`src/rtl/bcd_pkg.sv`:
```
// Shared definitions for the sequential binary-to-BCD converter.
//   BCD_DIGIT_W   : width of one packed BCD digit
//   BCD_NINE      : digit value used when the result saturates
//   conv_state_e  : converter FSM states
//   max_bcd_value : largest value representable in a given number of digits
package bcd_pkg;

  localparam int unsigned BCD_DIGIT_W = 4;
  localparam logic [BCD_DIGIT_W-1:0] BCD_NINE = 4'h9;

  typedef enum logic {
    IDLE  = 1'b0,
    SHIFT = 1'b1
  } conv_state_e;

  // 10^digits - 1. Evaluated at elaboration time for the overflow compare.
  function automatic longint unsigned max_bcd_value(input int digits);
    longint unsigned p;
    p = 1;
    for (int i = 0; i < digits; i++) begin
      p = p * 10;
    end
    return p - 1;
  endfunction

endpackage

```
`src/rtl/bcd_digit_adj.sv`:
```
// Double-dabble digit correction: adds 3 to a BCD digit that is 5 or more,
// so that the following left shift carries correctly into the next digit.
//   digit_i : scratch digit before correction
//   digit_o : corrected digit
module bcd_digit_adj
  import bcd_pkg::*;
(
  input  logic [BCD_DIGIT_W-1:0] digit_i,
  output logic [BCD_DIGIT_W-1:0] digit_o
);

  always_comb begin
    digit_o = digit_i;
    if (digit_i >= 4'd5) begin
      digit_o = digit_i + 4'd3;
    end
  end

endmodule

```
`src/rtl/bin_to_bcd_seq.sv`:
```
// Sequential double-dabble converter feeding the seven-segment multiplexer.
// One shift-and-adjust iteration per clock; a conversion takes BIN_WIDTH
// clocks from the accepting edge to the edge that raises done.
//   clk      : system clock, rising edge
//   rst_n    : asynchronous active-low reset
//   start    : conversion request, honoured only while ready is high
//   bin      : binary operand, captured on the accepting edge
//   ready    : idle and able to accept start
//   done     : one-cycle pulse, bcd/overflow just updated
//   bcd      : packed BCD result, digit 0 in bits [3:0], held between runs
//   overflow : last operand exceeded 10^DIGITS-1 (bcd then reads all nines)
module bin_to_bcd_seq
  import bcd_pkg::*;
#(
  parameter int BIN_WIDTH = 14,
  parameter int DIGITS    = 4
) (
  input  logic                          clk,
  input  logic                          rst_n,
  input  logic                          start,
  input  logic [BIN_WIDTH-1:0]          bin,
  output logic                          ready,
  output logic                          done,
  output logic [BCD_DIGIT_W*DIGITS-1:0] bcd,
  output logic                          overflow
);

  localparam int OUT_W = BCD_DIGIT_W * DIGITS;
  // One guard digit so operands above the display range cannot wrap the
  // arithmetic; it is simply dropped when the result is latched.
  localparam int SCR_W = BCD_DIGIT_W * (DIGITS + 1);
  localparam int CNT_W = $clog2(BIN_WIDTH + 1);
  localparam logic [CNT_W-1:0] LAST_ITER = CNT_W'(BIN_WIDTH - 1);
  localparam longint unsigned MAX_VAL = max_bcd_value(DIGITS);

  conv_state_e          state_q, state_d;
  logic [CNT_W-1:0]     cnt_q, cnt_d;
  logic [BIN_WIDTH-1:0] shreg_q, shreg_d;
  logic [SCR_W-1:0]     scratch_q, scratch_d;
  logic                 over_q, over_d;
  logic [OUT_W-1:0]     bcd_q, bcd_d;
  logic                 overflow_q, overflow_d;
  logic                 done_q, done_d;

  logic [SCR_W-1:0]           scratch_adj;
  logic [SCR_W+BIN_WIDTH-1:0] shifted;
  logic                       bin_too_big;

  genvar gi;
  generate
    for (gi = 0; gi <= DIGITS; gi++) begin : g_adj
      bcd_digit_adj u_adj (
        .digit_i(scratch_q[gi*BCD_DIGIT_W +: BCD_DIGIT_W]),
        .digit_o(scratch_adj[gi*BCD_DIGIT_W +: BCD_DIGIT_W])
      );
    end
  endgenerate

  // Adjust first, then shift scratch and operand as one vector.
  assign shifted     = {scratch_adj, shreg_q} << 1;
  assign bin_too_big = (64'(bin) > MAX_VAL);

  always_comb begin
    state_d    = state_q;
    cnt_d      = cnt_q;
    shreg_d    = shreg_q;
    scratch_d  = scratch_q;
    over_d     = over_q;
    bcd_d      = bcd_q;
    overflow_d = overflow_q;
    done_d     = 1'b0;

    case (state_q)
      IDLE: begin
        if (start) begin
          shreg_d   = bin;
          scratch_d = '0;
          over_d    = bin_too_big;
          cnt_d     = '0;
          state_d   = SHIFT;
        end
      end
      SHIFT: begin
        {scratch_d, shreg_d} = shifted;
        cnt_d = cnt_q + 1'b1;
        if (cnt_q == LAST_ITER) begin
          bcd_d      = over_q ? {DIGITS{BCD_NINE}} : scratch_d[OUT_W-1:0];
          overflow_d = over_q;
          done_d     = 1'b1;
          state_d    = IDLE;
        end
      end
      default: state_d = IDLE;
    endcase
  end

  always_ff @(posedge clk or negedge rst_n) begin
    if (!rst_n) begin
      state_q    <= IDLE;
      cnt_q      <= '0;
      shreg_q    <= '0;
      scratch_q  <= '0;
      over_q     <= 1'b0;
      bcd_q      <= '0;
      overflow_q <= 1'b0;
      done_q     <= 1'b0;
    end else begin
      state_q    <= state_d;
      cnt_q      <= cnt_d;
      shreg_q    <= shreg_d;
      scratch_q  <= scratch_d;
      over_q     <= over_d;
      bcd_q      <= bcd_d;
      overflow_q <= overflow_d;
      done_q     <= done_d;
    end
  end

  assign ready    = (state_q == IDLE);
  assign done     = done_q;
  assign bcd      = bcd_q;
  assign overflow = overflow_q;

endmodule

```
`config.mk`:
```
export PLATFORM = sky130hd
export DESIGN_NAME = bin_to_bcd_seq
export DESIGN_NICKNAME = d
export VERILOG_FILES = /design/src/rtl/bcd_pkg.sv /design/src/rtl/bcd_digit_adj.sv /design/src/rtl/bin_to_bcd_seq.sv
export SDC_FILE = /design/constraint.sdc
export NUM_CORES = 1
export LEC_CHECK = 0
export ABC_AREA = 1
export CAP_MARGIN = 20
export CELL_PAD_IN_SITES_DETAIL_PLACEMENT = 0
export CELL_PAD_IN_SITES_GLOBAL_PLACEMENT = 1
export CORE_UTILIZATION = 37
export CTS_CLUSTER_SIZE = 25
export DETAILED_ROUTE_END_ITERATION = 10
export GPL_ROUTABILITY_DRIVEN = 0
export PLACE_DENSITY = 0.75
export SLEW_MARGIN = 0
export SYNTH_ARGS = -nofsm -noshare
export SYNTH_HDL_FRONTEND = slang
export SYNTH_SLANG_ARGS = --single-unit
```
`constraint.sdc`:
```
create_clock -name clk -period 1.3 [get_ports clk]
set_input_delay 0.13 -clock clk [delete_from_list [all_inputs] [get_ports clk]]
set_output_delay 0.13 -clock clk [all_outputs]
set_load 0.1 [all_outputs]
```
# == Yosys cells after proc, flatten, opt, wreduce, memory -nomap -nowiden ==
# Cells that the tools add are included.
# word_totals
input_bits,17
regBits,58
# classes
addsub,6
order_cmp,6
reduce_logical,2
n_mux,17
n_bitwise,1
eq_ne,2
# op_table
cell,count
$pmux 20 s2,1
$pmux 14 s2,1
$ge 4x3->1 const B,5
$mux 20,1
$mux 4,5
$add 4x2->4 const B,4
$mux 16,1
$gt 14x14->1 const B,1
$mux 14,1
$pmux 4 s2,1
$add 4x1->4 const B,1
$eq 4x4->1 const B,1
$mux 1,4
$reduce_and 2->1,2
$add 3x2->3 const B,1
$mux 3,1
$ne 2x2->1 const B,1
$pmux 1 s2,1
$not 1->1,1

# == Longest topological paths before layout ==
# logic_depth
depth_word,3
ltp_mapped,10
ltp_nobuf,9

# == Modules after synthesis ==
# A second synthesis with hierarchy kept.
# hier_totals
hier_cells,321
area_unflattened_um2,2716.4
# by_module_without_submodules
mod,area_per_inst_um2,cells_per_inst,n_inst,seq_area_each_um2
bin_to_bcd_seq,2175.8,229,1,1351.3
bcd_digit_adj,135.1,23,4,0.0

# == Least setup slack after synthesis ==
# OpenSTA, ideal clock, no wires.
# synth_path
path_type,flip-flop to flip-flop
from,register state_q
to,register cnt_q[2]
t_arrival_ps,1720
path_buffers,1
path_stages_with_launch,4
setup_slack_ps,-605
path_cell_list,dfrtp_1 inv_2 clkbuf_1 o21ai_0
# synth_via
elab_chain_len,2
elab_cells_between_ends,3
classes_between,1 x eq/ne; 1 x mux; 1 x bitwise
# synth_rtl
element,line,rtl
start: declaration,bin_to_bcd_seq.sv:36,"conv_state_e state_q, state_d;"
start signal: assignment,bin_to_bcd_seq.sv:108,state_q <= state_d;
$not 1->1 (no line) *,-,
named net ready,bin_to_bcd_seq.sv:22,"output logic ready,"
$pmux 4 s2 / $ne 2x2->1 (equally long branches),-,
end signal: assignment,bin_to_bcd_seq.sv:109,cnt_q <= cnt_d;
end: declaration,bin_to_bcd_seq.sv:37,"logic [CNT_W-1:0] cnt_q, cnt_d;"
# The timed path passes the listed nets; every way through them passes the cells marked *.
# A chain may end at the register's enable or synchronous reset.

# == Final worst setup path ==
# layout_path
from,register cnt_q[1]
to,"register bcd_q[2], in the netlist bcd[2]"
# layout_via
elab_chain_len,2
# layout_rtl
element,line,rtl
$eq 4x4->1,bin_to_bcd_seq.sv:86,if (cnt_q == LAST_ITER) begin
$reduce_and 2->1 (no line),-,
end signal: assignment,bin_to_bcd_seq.sv:104,bcd_q <= '0;
end signal: assignment,bin_to_bcd_seq.sv:113,bcd_q <= bcd_d;
end: declaration,bin_to_bcd_seq.sv:41,"logic [OUT_W-1:0] bcd_q, bcd_d;"
# No other way between the ends.

==> results.md <==
Outcome:
- The flow ran to the end, but the final reports show violations.
- The final reports fail on negative setup slack.

Synthesis:
- The count of flip-flops with a built-in enable after synthesis is 0.
- The leading area contributor after synthesis is sky130_fd_sc_hd__dfrtp_1.
- The synthesized area divided by synthesized cell count is 8.44 um^2.
- The gate count after technology mapping is between 300 and 400.
- The async set-reset flop share out of synthesis is 100%.
- The share of synthesized area occupied by flip-flops and latches is roughly 51%.
- The number of nets in the synthesized netlist is 340.
- After synthesis, the most frequently instantiated cells are sky130_fd_sc_hd__nand2_1, sky130_fd_sc_hd__dfrtp_1, sky130_fd_sc_hd__inv_1.
- The most common cell in the synthesized netlist is sky130_fd_sc_hd__nand2_1.
- In this run, synthesis produced a sequential element count of 54.
- The share of Yosys cell area claimed by the top area cell type is 51.1%.
- Sorting the synthesized cells by area gives the leading types as sky130_fd_sc_hd__dfrtp_1, sky130_fd_sc_hd__nand2_1, sky130_fd_sc_hd__nand3_1, sky130_fd_sc_hd__inv_1, sky130_fd_sc_hd__ha_1.
- Yosys printed 0 warnings.
- The dominant synthesized flop cell is sky130_fd_sc_hd__dfrtp_1.
- After synthesis, the netlist uses 27 different library cells.
- The synthesized area is about 2600 um^2.

Timing:
- On the final layout, the worst clock skew is ~0.016 ns.
- The headroom to the max-slew limit is 75.8%.
- After routing, the total negative slack on setup checks comes to -0.0302 ns.
- The upper clock frequency limit is 0.759 GHz.
- The final critical path takes up 101% of the cycle.
- The total of endpoints with negative setup slack in the final report is 3.
- Setup repair after global routing could not meet its margin everywhere.
- The transition time at the pin with the least slew margin is 0.364 ns.
- The number of slew-limit violations in the final report came to 0.
- Counting I/O delays and the setup requirement, the final critical path takes around 1.3 ns.
- The slack of the critical path is -0.0168 ns.
- The number of failing hold endpoints at the final stage is 0.
- The tightest hold path in the finished design has a slack of 0.336 ns.

Global routing:
- Entering global routing, the biggest net connects 55 pins.
- The total overflow left after global routing is 0.
- The initial antenna violation count is 0.
- The number of global-route vias before repair is 2280.
- The wire length of the first global-routing pass is 10600 um.
- The total global routing track utilization is 18.0%.

Clocking:
- No sink is reached through more buffers than the 2 on the longest clock path.
- The CTS tree is done.
- CTS built an H-tree with a depth of 2.
- The library cell used as clock root buffer is sky130_fd_sc_hd__clkbuf_8.
- In this run, CTS created clock tree buffers numbering 5.
- The clock transition at the registers of the reported paths is 0.10 ns.
- The total clock sinks is 54.
- The clock latency of the later-clocked register in the worst-skew pair is 0.31 ns.

Job:
- The count of max-cap constraint violations is 0.

Final layout:
- In the final layout, the share of cells above drive strength 1 is 36.4%.
- The filler cells instantiated in the layout total ~600.
- The repair_antennas step left the layout with diodes totalling 0.
- Relative to the synthesized area, the layout overhead comes to 53.3%.
- The utilization after layout is 59.3%.
- The count of nets after finishing is around 420.

Drt:
- The detail route stage leaves a number of antenna-violating nets equal to 0.
- The initial DRC count is approximately 120.
- The post-detailed-route via-to-cell ratio is 4.70.
- The detailed-route wire length is 6290 um.
- The via count is 2297.
- The per-cell routed wire length is about 13 um.
- The length of the first detailed-routing pass in iterations is 4.
- The remaining design rule violation count is 0.

Floorplan:
- The horizontal die dimension is 86.5 um.
- The initial utilization of the core area, before any placement, comes to ~39%.
- The region available for standard cell placement spans 6830 um^2.
- The area enclosed by the die boundary is 7480 um^2.
- From bottom edge to top edge, the die measures 86.5 um.
- The number of primary I/O pins is 36.
- The floorplan has 30 rows.

Worst hold path:
- The class of the tightest hold or removal check is input pin to asynchronous set/reset pin.

Worst setup path:
- The required time at the endpoint of the critical path is 1.55 ns.
- Data arrives at the worst endpoint at 1.56 ns.
- STA classifies the critical path endpoint as a flop.
- STA classifies the critical path startpoint as a flop.
- The worst setup path is of the flop to flop kind.
- The biggest fanout along the worst timing path is 6.

Place:
- The HPWL after detailed placement is 4020 um.
- Input and output buffers added on the ports amount to 35.
-- cell families after synthesis --
kind of cell               share of synthesized area, %
xor gates and xnor gates                          0.331
DFF                                                51.1
buffers and inverters                              8.00
adders and majority gates                          4.73
and+or+nand+nor                                    26.7
AOI/OAI and AO/OA                                  9.14
-- routing by layer --
metal  up-vias  GRT usage [%]  routed length (um)  part of all wire, %
met2        42           30.4                3120                   50
met5         -              0                   0                    0
met1      1081           23.7                2940                   47
li1       1170              -                   -                    -
met3         4           3.52                 180                  2.9
met4         0           5.15                  47                 0.75
-- critical path: stages (launching register included) --
cell                      delay [ns]
sky130_fd_sc_hd__dfrtp_1        0.40
sky130_fd_sc_hd__inv_2          0.08
sky130_fd_sc_hd__ha_4           0.12
sky130_fd_sc_hd__nand2_2        0.06
sky130_fd_sc_hd__inv_4          0.08
sky130_fd_sc_hd__nand2_8        0.08
sky130_fd_sc_hd__nor2_8         0.15
sky130_fd_sc_hd__buf_6          0.14
sky130_fd_sc_hd__nand3_2        0.08
sky130_fd_sc_hd__nand2_2        0.06
-- cell type report --
cell class / count / area (um^2) / area share, %
Sequential cell: 54 / 1350 / 33.4
Timing Repair inverter: 1 / 6.26 / 0.154
Tap cell: 96 / 120 / 2.96
Clock buffer: 6 / 82.6 / 2.04
Multi-Input combinational cell: 211 / 1350 / 33.3
Inverter: 41 / 174 / 4.29
Timing Repair Buffer: 78 / 907 / 22.4
Clock inverter: 2 / 60.1 / 1.48
-- final timing paths --
check	startpoint	endpoint	slack [ns]	depth (start not counted)
max	cnt_q[1]	bcd[2]	-0.02	9
min	rst_n	overflow	0.34	3
max reg2reg	cnt_q[1]	bcd[2]	-0.02	9
min reg2reg	shreg_q[6]	shreg_q[6]	0.50	2
max in group asynchronous	rst_n	shreg_q[13]	0.72	3
min in group clk	bin[1]	shreg_q[1]	0.41	3
-- cells in the final DEF, fill, tap and decap left out, types with 3 or more instances in the layout --
cell type / instances
sky130_fd_sc_hd__nand2_1: 85
sky130_fd_sc_hd__o21ai_4: 3
sky130_fd_sc_hd__nand4_1: 3
sky130_fd_sc_hd__clkdlybuf4s50_1: 15
sky130_fd_sc_hd__buf_4: 32
sky130_fd_sc_hd__inv_1: 22
sky130_fd_sc_hd__ha_1: 4
sky130_fd_sc_hd__inv_2: 13
sky130_fd_sc_hd__ha_4: 6
sky130_fd_sc_hd__dfrtp_1: 52
sky130_fd_sc_hd__nand3_1: 16
sky130_fd_sc_hd__o21ai_0: 9
sky130_fd_sc_hd__nand3_2: 16
sky130_fd_sc_hd__buf_12: 20
sky130_fd_sc_hd__o221ai_1: 6
sky130_fd_sc_hd__a21oi_2: 4
sky130_fd_sc_hd__clkbuf_8: 6
sky130_fd_sc_hd__o211ai_1: 4
sky130_fd_sc_hd__inv_4: 6
sky130_fd_sc_hd__nand2_2: 13
sky130_fd_sc_hd__o21ai_1: 3
sky130_fd_sc_hd__o22ai_1: 6
sky130_fd_sc_hd__buf_6: 9
sky130_fd_sc_hd__nor2_1: 17
-- stage by stage --
| step | std cells | worst slack [ns] | instance area (um^2) |
|---|---|---|---|
| floorplan | 313 | -0.0257 | 2650 |
| global placement | 458 | -0.0901 | 3420 |
| detailed placement | 458 | -0.123 | 3420 |
| CTS | 482 | -0.0461 | 3780 |
| global route | 489 | -0.0736 | 4050 |
| finish | 489 | -0.0168 | 4050 |
-- flip-flops by register name, summed over array words and instances, names as in the netlist --
signal / count
cnt_q: 4
overflow: 1
state_q: 1
scratch_q: 16
done: 1
bcd: 16
shreg_q: 14
over_q: 1
-- what timing repair did --
| item | in CTS | in global routing |
|---|---|---|
| hold buffers | 1 | 0 |
| pin swaps | 17 | 37 |
| endpoints found under the hold margin | 54 | 0 |
| buffers inserted | 13 | 7 |
| endpoints found under the setup margin | 25 | 35 |
| gates resized for setup | 28 | 64 |
| gates cloned | 2 | 0 |
Power is not shown: default switching activity piles up to over one toggle a cycle in this logic, so the estimate is an artifact.
